--- src/rtl/alu_pkg.sv ---
// Shared definitions for the ALU arbiter slice.
//   opcode_e     : ALU opcode set SEL..ROTATE_R (14 and 15 are not valid ALU opcodes)
//   state_e      : arbiter control FSM states
//   ALU_W        : ALU operand/result width
//   is_carry_op  : opcodes whose carry-out updates a requester's carry flag
package alu_pkg;

    localparam int ALU_W = 4;

    typedef enum logic [3:0] {
        SEL      = 4'd0,
        INC      = 4'd1,
        DEC      = 4'd2,
        ADD      = 4'd3,
        ADD_c    = 4'd4,
        SUB      = 4'd5,
        SUB_b    = 4'd6,
        AND      = 4'd7,
        OR       = 4'd8,
        XOR      = 4'd9,
        SHIFT_L  = 4'd10,
        SHIFT_R  = 4'd11,
        ROTATE_L = 4'd12,
        ROTATE_R = 4'd13
    } opcode_e;

    typedef enum logic [1:0] {
        IDLE  = 2'd0,
        ISSUE = 2'd1,
        WAIT  = 2'd2,
        RESP  = 2'd3
    } state_e;

    function automatic logic is_carry_op(input logic [ALU_W-1:0] ctl);
        return (ctl == ADD) || (ctl == ADD_c) || (ctl == SUB) || (ctl == SUB_b);
    endfunction

endpackage

--- src/rtl/rr_arbiter.sv ---
// Combinational round-robin picker.
//   req   : per-requester request vector
//   ptr   : index of the highest-priority requester this round
//   grant : one-hot grant, first requester at or after ptr (modulo NREQ), or 0
module rr_arbiter #(
    parameter int NREQ = 2,
    localparam int PW  = $clog2(NREQ)
) (
    input  logic [NREQ-1:0] req,
    input  logic [PW-1:0]   ptr,
    output logic [NREQ-1:0] grant
);

    logic found;

    always_comb begin
        grant = '0;
        found = 1'b0;
        // k is the distance from ptr; i is the requester sitting at that distance.
        for (int k = 0; k < NREQ; k++) begin
            for (int i = 0; i < NREQ; i++) begin
                if (!found && req[i] && (((int'(ptr) + k) % NREQ) == i)) begin
                    grant[i] = 1'b1;
                    found    = 1'b1;
                end
            end
        end
    end

endmodule

--- src/rtl/alu_arbiter.sv ---
// Shares one registered ALU among NREQ requesters with round-robin arbitration,
// a per-requester carry flag feeding alu_cin, and a valid/ready response channel.
//   req_valid/req_ready/req_a/req_b/req_ctl : request channel (slice i = requester i)
//   rsp_valid/rsp_ready/rsp_alu/rsp_carry/rsp_zero/rsp_err : response channel
//   busy                                    : high whenever the FSM is not IDLE
//   alu_valid_in/alu_a/alu_b/alu_ctl/alu_cin : ALU request side
//   alu_valid_out/alu_result/alu_carry/alu_zero : ALU result side (one-cycle latency)
// Optional build macro ALU_ARB_OPCODE_CHECK_EN: opcodes above ROTATE_R are answered
// with an error directly from IDLE and never reach the ALU.
module alu_arbiter
    import alu_pkg::*;
#(
    parameter int NREQ = 2
) (
    input  logic                  clk,
    input  logic                  reset,
    input  logic [NREQ-1:0]       req_valid,
    output logic [NREQ-1:0]       req_ready,
    input  logic [ALU_W*NREQ-1:0] req_a,
    input  logic [ALU_W*NREQ-1:0] req_b,
    input  logic [ALU_W*NREQ-1:0] req_ctl,
    output logic [NREQ-1:0]       rsp_valid,
    input  logic [NREQ-1:0]       rsp_ready,
    output logic [ALU_W-1:0]      rsp_alu,
    output logic                  rsp_carry,
    output logic                  rsp_zero,
    output logic                  rsp_err,
    output logic                  busy,
    output logic                  alu_valid_in,
    output logic [ALU_W-1:0]      alu_a,
    output logic [ALU_W-1:0]      alu_b,
    output logic [ALU_W-1:0]      alu_ctl,
    output logic                  alu_cin,
    input  logic                  alu_valid_out,
    input  logic [ALU_W-1:0]      alu_result,
    input  logic                  alu_carry,
    input  logic                  alu_zero
);

    localparam int PW = $clog2(NREQ);

    state_e            state_q, state_d;
    logic [PW-1:0]     ptr_q, ptr_d;
    logic [PW-1:0]     idx_q, idx_d;
    logic [ALU_W-1:0]  a_q, a_d, b_q, b_d, ctl_q, ctl_d;
    logic [ALU_W-1:0]  res_q, res_d;
    logic              cry_q, cry_d, zro_q, zro_d, err_q, err_d;
    logic [NREQ-1:0]   flag_q, flag_d;

    logic [NREQ-1:0]   grant;
    logic [NREQ-1:0]   rsp_sel;
    logic [PW-1:0]     win_idx, win_next;
    logic [ALU_W-1:0]  win_a, win_b, win_ctl;

    rr_arbiter #(.NREQ(NREQ)) u_rr (
        .req   (req_valid),
        .ptr   (ptr_q),
        .grant (grant)
    );

    // Decode the one-hot grant into the winner's index, operands and next pointer.
    always_comb begin
        win_idx  = '0;
        win_next = '0;
        win_a    = '0;
        win_b    = '0;
        win_ctl  = '0;
        for (int i = 0; i < NREQ; i++) begin
            if (grant[i]) begin
                win_idx  = PW'(i);
                win_next = PW'((i + 1) % NREQ);
                win_a    = req_a[ALU_W*i +: ALU_W];
                win_b    = req_b[ALU_W*i +: ALU_W];
                win_ctl  = req_ctl[ALU_W*i +: ALU_W];
            end
        end
    end

    always_comb begin
        for (int i = 0; i < NREQ; i++) begin
            rsp_sel[i] = (idx_q == PW'(i));
        end
    end

    always_comb begin
        state_d      = state_q;
        ptr_d        = ptr_q;
        idx_d        = idx_q;
        a_d          = a_q;
        b_d          = b_q;
        ctl_d        = ctl_q;
        res_d        = res_q;
        cry_d        = cry_q;
        zro_d        = zro_q;
        err_d        = err_q;
        flag_d       = flag_q;
        req_ready    = '0;
        rsp_valid    = '0;
        alu_valid_in = 1'b0;
        alu_cin      = 1'b0;

        case (state_q)
            IDLE: begin
                req_ready = grant;
                if (|grant) begin
                    idx_d   = win_idx;
                    a_d     = win_a;
                    b_d     = win_b;
                    ctl_d   = win_ctl;
                    ptr_d   = win_next;
                    state_d = ISSUE;
`ifdef ALU_ARB_OPCODE_CHECK_EN
                    // Invalid opcodes are answered locally; the ALU never sees them.
                    if (win_ctl > ROTATE_R) begin
                        res_d   = '0;
                        cry_d   = 1'b0;
                        zro_d   = 1'b0;
                        err_d   = 1'b1;
                        state_d = RESP;
                    end
`endif
                end
            end
            ISSUE: begin
                alu_valid_in = 1'b1;
                alu_cin      = flag_q[idx_q];
                state_d      = WAIT;
            end
            WAIT: begin
                if (alu_valid_out) begin
                    res_d = alu_result;
                    cry_d = alu_carry;
                    zro_d = alu_zero;
                    err_d = 1'b0;
                    if (is_carry_op(ctl_q)) begin
                        flag_d[idx_q] = alu_carry;
                    end
                end else begin
                    // Rejected by the ALU: report an error with clean flags.
                    res_d = '0;
                    cry_d = 1'b0;
                    zro_d = 1'b0;
                    err_d = 1'b1;
                end
                state_d = RESP;
            end
            RESP: begin
                rsp_valid = rsp_sel;
                if (|(rsp_ready & rsp_sel)) begin
                    state_d = IDLE;
                end
            end
            default: state_d = IDLE;
        endcase
    end

    always_ff @(posedge clk) begin
        if (reset) begin
            state_q <= IDLE;
            ptr_q   <= '0;
            idx_q   <= '0;
            a_q     <= '0;
            b_q     <= '0;
            ctl_q   <= '0;
            res_q   <= '0;
            cry_q   <= 1'b0;
            zro_q   <= 1'b0;
            err_q   <= 1'b0;
            flag_q  <= '0;
        end else begin
            state_q <= state_d;
            ptr_q   <= ptr_d;
            idx_q   <= idx_d;
            a_q     <= a_d;
            b_q     <= b_d;
            ctl_q   <= ctl_d;
            res_q   <= res_d;
            cry_q   <= cry_d;
            zro_q   <= zro_d;
            err_q   <= err_d;
            flag_q  <= flag_d;
        end
    end

    // Operands stay on the ALU bus between issues; only alu_valid_in qualifies them.
    assign alu_a     = a_q;
    assign alu_b     = b_q;
    assign alu_ctl   = ctl_q;
    assign rsp_alu   = res_q;
    assign rsp_carry = cry_q;
    assign rsp_zero  = zro_q;
    assign rsp_err   = err_q;
    assign busy      = (state_q != IDLE);

endmodule

--- config.mk ---
export PLATFORM = sky130hd
export DESIGN_NAME = alu_arbiter
export DESIGN_NICKNAME = d
export VERILOG_FILES = /design/src/rtl/alu_pkg.sv /design/src/rtl/rr_arbiter.sv /design/src/rtl/alu_arbiter.sv
export SDC_FILE = /design/constraint.sdc
export NUM_CORES = 1
export LEC_CHECK = 0
export ABC_AREA = 1
export CORE_MARGIN = 2
export CORE_UTILIZATION = 35
export DETAILED_ROUTE_END_ITERATION = 7
export HOLD_SLACK_MARGIN = 0.15
export PLACE_DENSITY = 0.76
export SLEW_MARGIN = 20
export SYNTH_ARGS = -nofsm -noshare
export SYNTH_HDL_FRONTEND = slang
export SYNTH_SLANG_ARGS = --single-unit
export TNS_END_PERCENT = 5
--- constraint.sdc ---
create_clock -name clk -period 2.83 [get_ports clk]
set_input_delay 0.849 -clock clk [delete_from_list [all_inputs] [get_ports clk]]
set_output_delay 0.849 -clock clk [all_outputs]
set_load 0.03 [all_outputs]
==> out/results.tsv, run 1 <==
stage	metric	value	unit
outcome	status	finished, final reports clean	
setup_path	reg2reg setup slack	1.29	ns
worst_hold_path	Hold Path Origin	rsp_carry$_SDFFE_PP0P_	
route	drt pass-1 iters	4	
setup_path	startpoint types	input pin	
timing	Final Setup Violations	0	
clock_tree	post-CTS setup buffer count	0	
route	Post-DRT Antenna Nets	0	
power	Tot Pwr	1.71	mW
timing	final period utilization	0.959	
synth	async set or reset register ratio after synthesis	0	
floorplan	core box area	0.00339	sq mm
final_layout	Final Non-Filler Cells	306	
setup_path	R2R depth	9	
clock_tree	CTS root buffer	clkbuf_4	
clock_tree	CTS sink count	25	
synth	Post-synth EDFFs	0	
clock_tree	CTS HTree Levels	1	
synth	most frequent cell after synthesis	nand2_1	
clock_tree	PostCTS Resize Cnt	0	
synth	largest family of logic cells by synthesized area	simple AND/OR/NAND/NOR gates	
setup_path	CP Cell Sequence	clkdlybuf4s50_1 > inv_1 > a21oi_2 > nand2_1 > inv_1 > buf_4	
power	PwrDens	874	mW/mm^2
synth	Netlist cell types	18	
setup_path	Crit. End Element	output pin	
synth	post-synth top area share	0.398	
timing	Final Max Slew Viols	0	
worst_hold_path	Hold Path End	rsp_carry$_SDFFE_PP0P_	
timing	final setup TNS	0	ns
final_layout	area grow syn2layout	55.9	%
timing	Fin. Hold Viols	0	
final_layout	nets@finish	302	
placed_design	HPWL Detailed	2.21	mm
setup_path	Crit path max-delay family	buffers and inverters	
synth	post-synthesis compound-gate area fraction	0.0796	
final_layout	fin util	0.578	
synth	Syn Nets	238	
synth	Main synth FF type	dfxtp_1	
clock_tree	Worst-path clk slew	0.14	ns
synth	Syn Area/Cell	6.38	sq um
timing	worst rel slew slack	0.781	
floorplan	total die area	0.00409	sq mm
clock_tree	CTS Hold Bufs	0	
timing	RSZ-0062 raised after global routing	false	
setup_path	Crit path largest cell delay	0.45	ns
synth	post-synthesis sequential area ratio	0.398	
floorplan	initial core utilization	0.371	
route	WL met3	243	um
route	DR WL/cell	9.28	um
timing	Hold Slack	0.474	ns
setup_path	CP bufs+invs	4	
setup_path	WS Path Type	in2out	
setup_path	CP max-delay cell	clkdlybuf4s50_1	
synth	Synth Area in XOR/XNOR	0	
route	DR WL met2	1.22	mm
grt	largest net degree at the start of global routing	17	
clock_tree	Clock Latency Late Sink	0.32	ns
setup_path	Worst EP arrival	1.86	ns
synth	Yosys reg bits	25	
route	Detailed Route WL	2.84	mm
synth	adder-cell area share of the yosys netlist	0.0398	
route	# DRC	0	
setup_path	most used cell, CP	inv_1	
timing	Fin Clk Skew	0.0103	ns
floorplan	Vert. Die Dim	63.9	um
final_layout	FILL cells	338	
power	worst vdd ir	0.400	mV
flow_run	max-cap violations	0	
placed_design	number of port buffers	62	
timing	Max Clk Rate	369	MHz
synth	Commonest cells post-synth	nand2_1 (66), nor2_1 (29), inv_1 (27), dfxtp_1 (25), nand3_1 (18)	
route	DR vias/cell	4.34	
synth	top cells by area, synth	dfxtp_1 (40%), nand2_1 (20%), nor2_1 (8.7%)	
placed_design	gpl congestion	0.760	
synth	mapped cell area	0.00126	sq mm
placed_design	placed insts	302	
floorplan	die width	63.9	um
floorplan	# IOs	63	
setup_path	Critical Path Fanout Max	4	
synth	mux contribution to synthesized area	0	
grt	initial antenna violation count	0	
clock_tree	Clock Tree Buf Depth	2	
route	DR top layer	met4	
floorplan	row count	21	
synth	yosys warns	0	
grt	number of global-route vias before repair	1167	
route	Vias	1327	
synth	cell taking the most area after synthesis	dfxtp_1	
route	initial drt markers	50	
route	wl on met1	1.36	mm
grt	first-pass GRT wire length	4.86	mm
final_layout	n_diodes	0	
synth	Mapped Cells	197	
timing	Tmin final	2.71	ns
final_layout	share of layout cells above drive strength 1	0.0577	
timing	slew of the pin with the lowest slew margin	0.327	ns
clock_tree	TritonCTS Buffers	3	
grt	total grt overflow	0	
setup_path	worst flop-to-flop path endpoint	flag_q[0]$_SDFFE_PP0P_	
synth	post-synthesis simple-gate area fraction	0.364	
worst_hold_path	WHS Path Cells	2	
power	Pleak	0.920	nW
clock_tree	CTS tree	done	
setup_path	Required @ worst endpoint	1.98	ns
setup_path	RR Startpoint	state_q[0]$_SDFFE_PP0P_	
grt	total global-route track usage	0.145	
worst_hold_path	Tightest Hold Check Type	reg2reg	
-- worst min-delay path, stage by stage (launching register included) --
cell	delay, ns
dfxtp_1	0.34
nand2_1	0.06
a21oi_1	0.05
-- cell type report --
type | instances | area (sq um) | area share
Multi-Input combinational cell | 136 | 608 | 0.310
Sequential cell | 25 | 500 | 0.255
Tap cell | 46 | 57.6 | 0.0294
Clock buffer | 3 | 22.5 | 0.0115
Clock inverter | 1 | 5.00 | 0.00255
Timing Repair Buffer | 66 | 658 | 0.336
Inverter | 29 | 109 | 0.0555
-- stage by stage --
stage | setup WS [ns] | cell area, sq um
2_1_floorplan | 0.387 | 1260
3_3_place_gp | 0.160 | 1930
3_5_place_dp | 0.119 | 1930
4_1_cts | 0.113 | 1960
5_1_grt | 0.0319 | 1960
6_report | 0.117 | 1960
-- kinds of logic after synthesis --
kind of cell / Yosys count
AND/OR/NAND/NOR: 115
buffers and inverters: 36
flip-flops: 25
AO/OA/AOI/OAI: 17
adder cells (fa/ha/maj): 4
-- routing by layer --
layer / vias up / global-route usage
met4: 0 / 0.0489
li1: 726 / -
met1: 552 / 0.193
met5: - / 0
met3: 2 / 0.0387
met2: 47 / 0.227
-- how the worst max path moves through the flow --
stage          slack, ns                     from      endpoint  depth (start not counted)
2_1_floorplan       0.39             req_valid[0]  req_ready[1]                          6
3_3_place_gp        0.16             req_valid[0]  req_ready[1]                          7
3_5_place_dp        0.12             req_valid[0]  req_ready[0]                          6
4_1_cts             0.11             req_valid[0]  req_ready[0]                          6
5_1_grt             0.03  state_q[0]$_SDFFE_PP0P_          busy                          4
6_report            0.12             req_valid[0]  req_ready[0]                          6
-- power breakdown --
part	switching (mW)	total (mW)	internal (mW)
registers	0.0750	0.534	0.459
clock network	0.107	0.159	0.0528
logic	0.593	1.02	0.428
-- sequential cells by signal (all words and copies together), names as in the netlist --
signal and cells:
alu_a 4, alu_b 4, alu_ctl 4, rsp_alu 4
flag_q 2, state_q 2, idx_q 1, ptr_q 1
rsp_carry 1, rsp_err 1, rsp_zero 1
-- placed cells by master (no fill, tap or decap), types with 2 or more instances in the layout --
master / instances
o21ai_0: 2
nand3_1: 18
inv_1: 27
nor2_1: 29
nand2_1: 66
inv_2: 2
ha_1: 4
dfxtp_1: 25
clkdlybuf4s50_1: 60
a21oi_1: 13
buf_4: 5
clkbuf_4: 3
(Power assumes the default switching activity.)
==> run 2: changes to the inputs <==
Settings changed: HOLD_SLACK_MARGIN 0.15 to 0.08.
==> results of run 2 <==
No change in the layout: final DEF, timing and power equal those of run 1.
==> run 3: changes to the inputs <==
Settings changed: SETUP_SLACK_MARGIN set to 0.05.
==> run 3 against run 2 <==
Clock power hardly changed. Combinational power about the same. Utilization rose by 0.074 points. Critical path depth stayed put. Wire length barely moved. Largest cell class unchanged.
==> out/results.tsv, run 3 (synthesis results as in run 1) <==
stage	metric	value	unit
route	# DRC	0	
grt	total grt overflow	0	
floorplan	die width	63.9	um
setup_path	Critical Path Fanout Max	4	
final_layout	n_diodes	0	
timing	Final Setup Violations	0	
route	drt pass-1 iters	4	
timing	Fin. Hold Viols	0	
floorplan	# IOs	63	
timing	final period utilization	0.958	
power	Seq pwr share	0.312	
clock_tree	Worst-path clk slew	0.14	ns
route	DR vias/cell	4.35	
placed_design	number of port buffers	62	
clock_tree	CTS sink count	25	
outcome	status	finished, final reports clean	
setup_path	Crit. End Element	output pin	
timing	setup ws final	0.120	ns
timing	final setup TNS	0	ns
clock_tree	Clock Latency Late Sink	0.32	ns
floorplan	row count	21	
grt	first-pass GRT wire length	4.86	mm
timing	worst rel slew slack	0.781	
power	Comb pwr share	0.596	
timing	Fin Clk Skew	0.0104	ns
floorplan	total die area	0.00409	sq mm
timing	Final Max Slew Viols	0	
power	worst vdd ir	0.399	mV
setup_path	WS Path Type	in2out	
route	Detailed Route WL	2.84	mm
clock_tree	Clock Tree Buf Depth	2	
route	initial drt markers	45	
setup_path	Required @ worst endpoint	1.98	ns
grt	number of global-route vias before repair	1167	
final_layout	most frequent cells in the layout	nand2_1 (66), clkdlybuf4s50_1 (59), nor2_1 (29), inv_1 (27), dfxtp_1 (25)	
final_layout	share of layout cells above drive strength 1	0.0577	
power	Psw	0.775	mW
route	Vias	1332	
setup_path	Worst EP arrival	1.86	ns
clock_tree	CTS tree	done	
flow_run	max-cap violations	0	
final_layout	nets@finish	302	
power	Clk pwr share	0.093	
floorplan	Vert. Die Dim	63.9	um
placed_design	HPWL Detailed	2.21	mm
final_layout	area grow syn2layout	56.1	%
power	Pint	0.937	mW
floorplan	core box area	0.00339	sq mm
floorplan	initial core utilization	0.371	
grt	largest net degree at the start of global routing	17	
route	Post-DRT Antenna Nets	0	
route	DR WL/cell	9.28	um
final_layout	commonest non-fill, non-tap cell in the layout	nand2_1	
worst_hold_path	Tightest Hold Check Type	reg2reg	
timing	RSZ-0062 raised after global routing	true	
power	Pleak	0.931	nW
setup_path	startpoint types	input pin	
timing	slew of the pin with the lowest slew margin	0.328	ns
clock_tree	CTS HTree Levels	1	
clock_tree	post-CTS setup buffer count	0	
timing	Max Clk Rate	369	MHz
clock_tree	TritonCTS Buffers	3	
power	PwrDens	872	mW/mm^2
placed_design	gpl congestion	0.760	
timing	Tmin final	2.71	ns
grt	initial antenna violation count	0	
clock_tree	CTS root buffer	clkbuf_4	
power	sw frac	0.452	
placed_design	pre-CTS setup slack	0.119	ns
grt	total global-route track usage	0.145	
## run 3: cell count changes in the layout (fill, tap and decap cells not counted)
cell	delta
clkdlybuf4s50_1	-1
dlymetal6s2s_1	+1
## run 3: repair_timing
item,CTS,global route
resized for setup,0,1
hold buffers,0,0
setup endpoints to repair,0,2
## run 3: layout make-up
type | count | area (sq um)
Tap cell | 46 | 57.6
Clock inverter | 1 | 5.00
Inverter | 29 | 109
Fill cell | 337 | 1430
Timing Repair Buffer | 66 | 661
Multi-Input combinational cell | 136 | 608
Clock buffer | 3 | 22.5
Sequential cell | 25 | 500
## run 3: power groups by stage
stage	clock network (mW)	logic, mW	registers [mW]
after global placement	0	1.02	0.538
after floorplan	0	0.505	0.687
final	0.159	1.02	0.534
after CTS	0.168	1.03	0.533
after detailed placement	0	1.03	0.540
after global routing	0.191	1.12	0.550
## run 3: worst max-delay path: stages
cell	delay [ns]
clkdlybuf4s50_1	0.45
inv_1	0.09
a21oi_2	0.15
nand2_1	0.11
inv_1	0.07
buf_4	0.15
## run 3: path summary, 6_finish.rpt
check | startpoint | end | depth (start not counted) | slack, ns
max reg2reg | state_q[0]$_SDFFE_PP0P_ | flag_q[0]$_SDFFE_PP0P_ | 9 | 1.29
min | rsp_carry$_SDFFE_PP0P_ | rsp_carry$_SDFFE_PP0P_ | 2 | 0.47
max | req_valid[0] | req_ready[0] | 6 | 0.12
min reg2reg | rsp_carry$_SDFFE_PP0P_ | rsp_carry$_SDFFE_PP0P_ | 2 | 0.47
## run 3: through the flow
stage | area [sq um] | hold WS [ns] | cells | power (mW) | util
finish | 1960 | 0.474 | 306 | 1.71 | 0.579
floorplan | 1260 | 0.446 | 197 | 1.19 | -
global placement | 1930 | 0.452 | 302 | 1.56 | 0.570
detailed placement | 1930 | 0.456 | 302 | 1.57 | 0.570
global route | 1960 | 0.493 | 306 | 1.86 | 0.579
CTS | 1960 | 0.476 | 306 | 1.73 | 0.578
## run 3: per-layer routing
layer  vias up  wire length, um  global-route usage
met4         0               14              0.0489
met5         -                0                   0
met1       557             1350               0.193
li1        726                -                   -
met3         2              242              0.0387
met2        47             1230               0.227
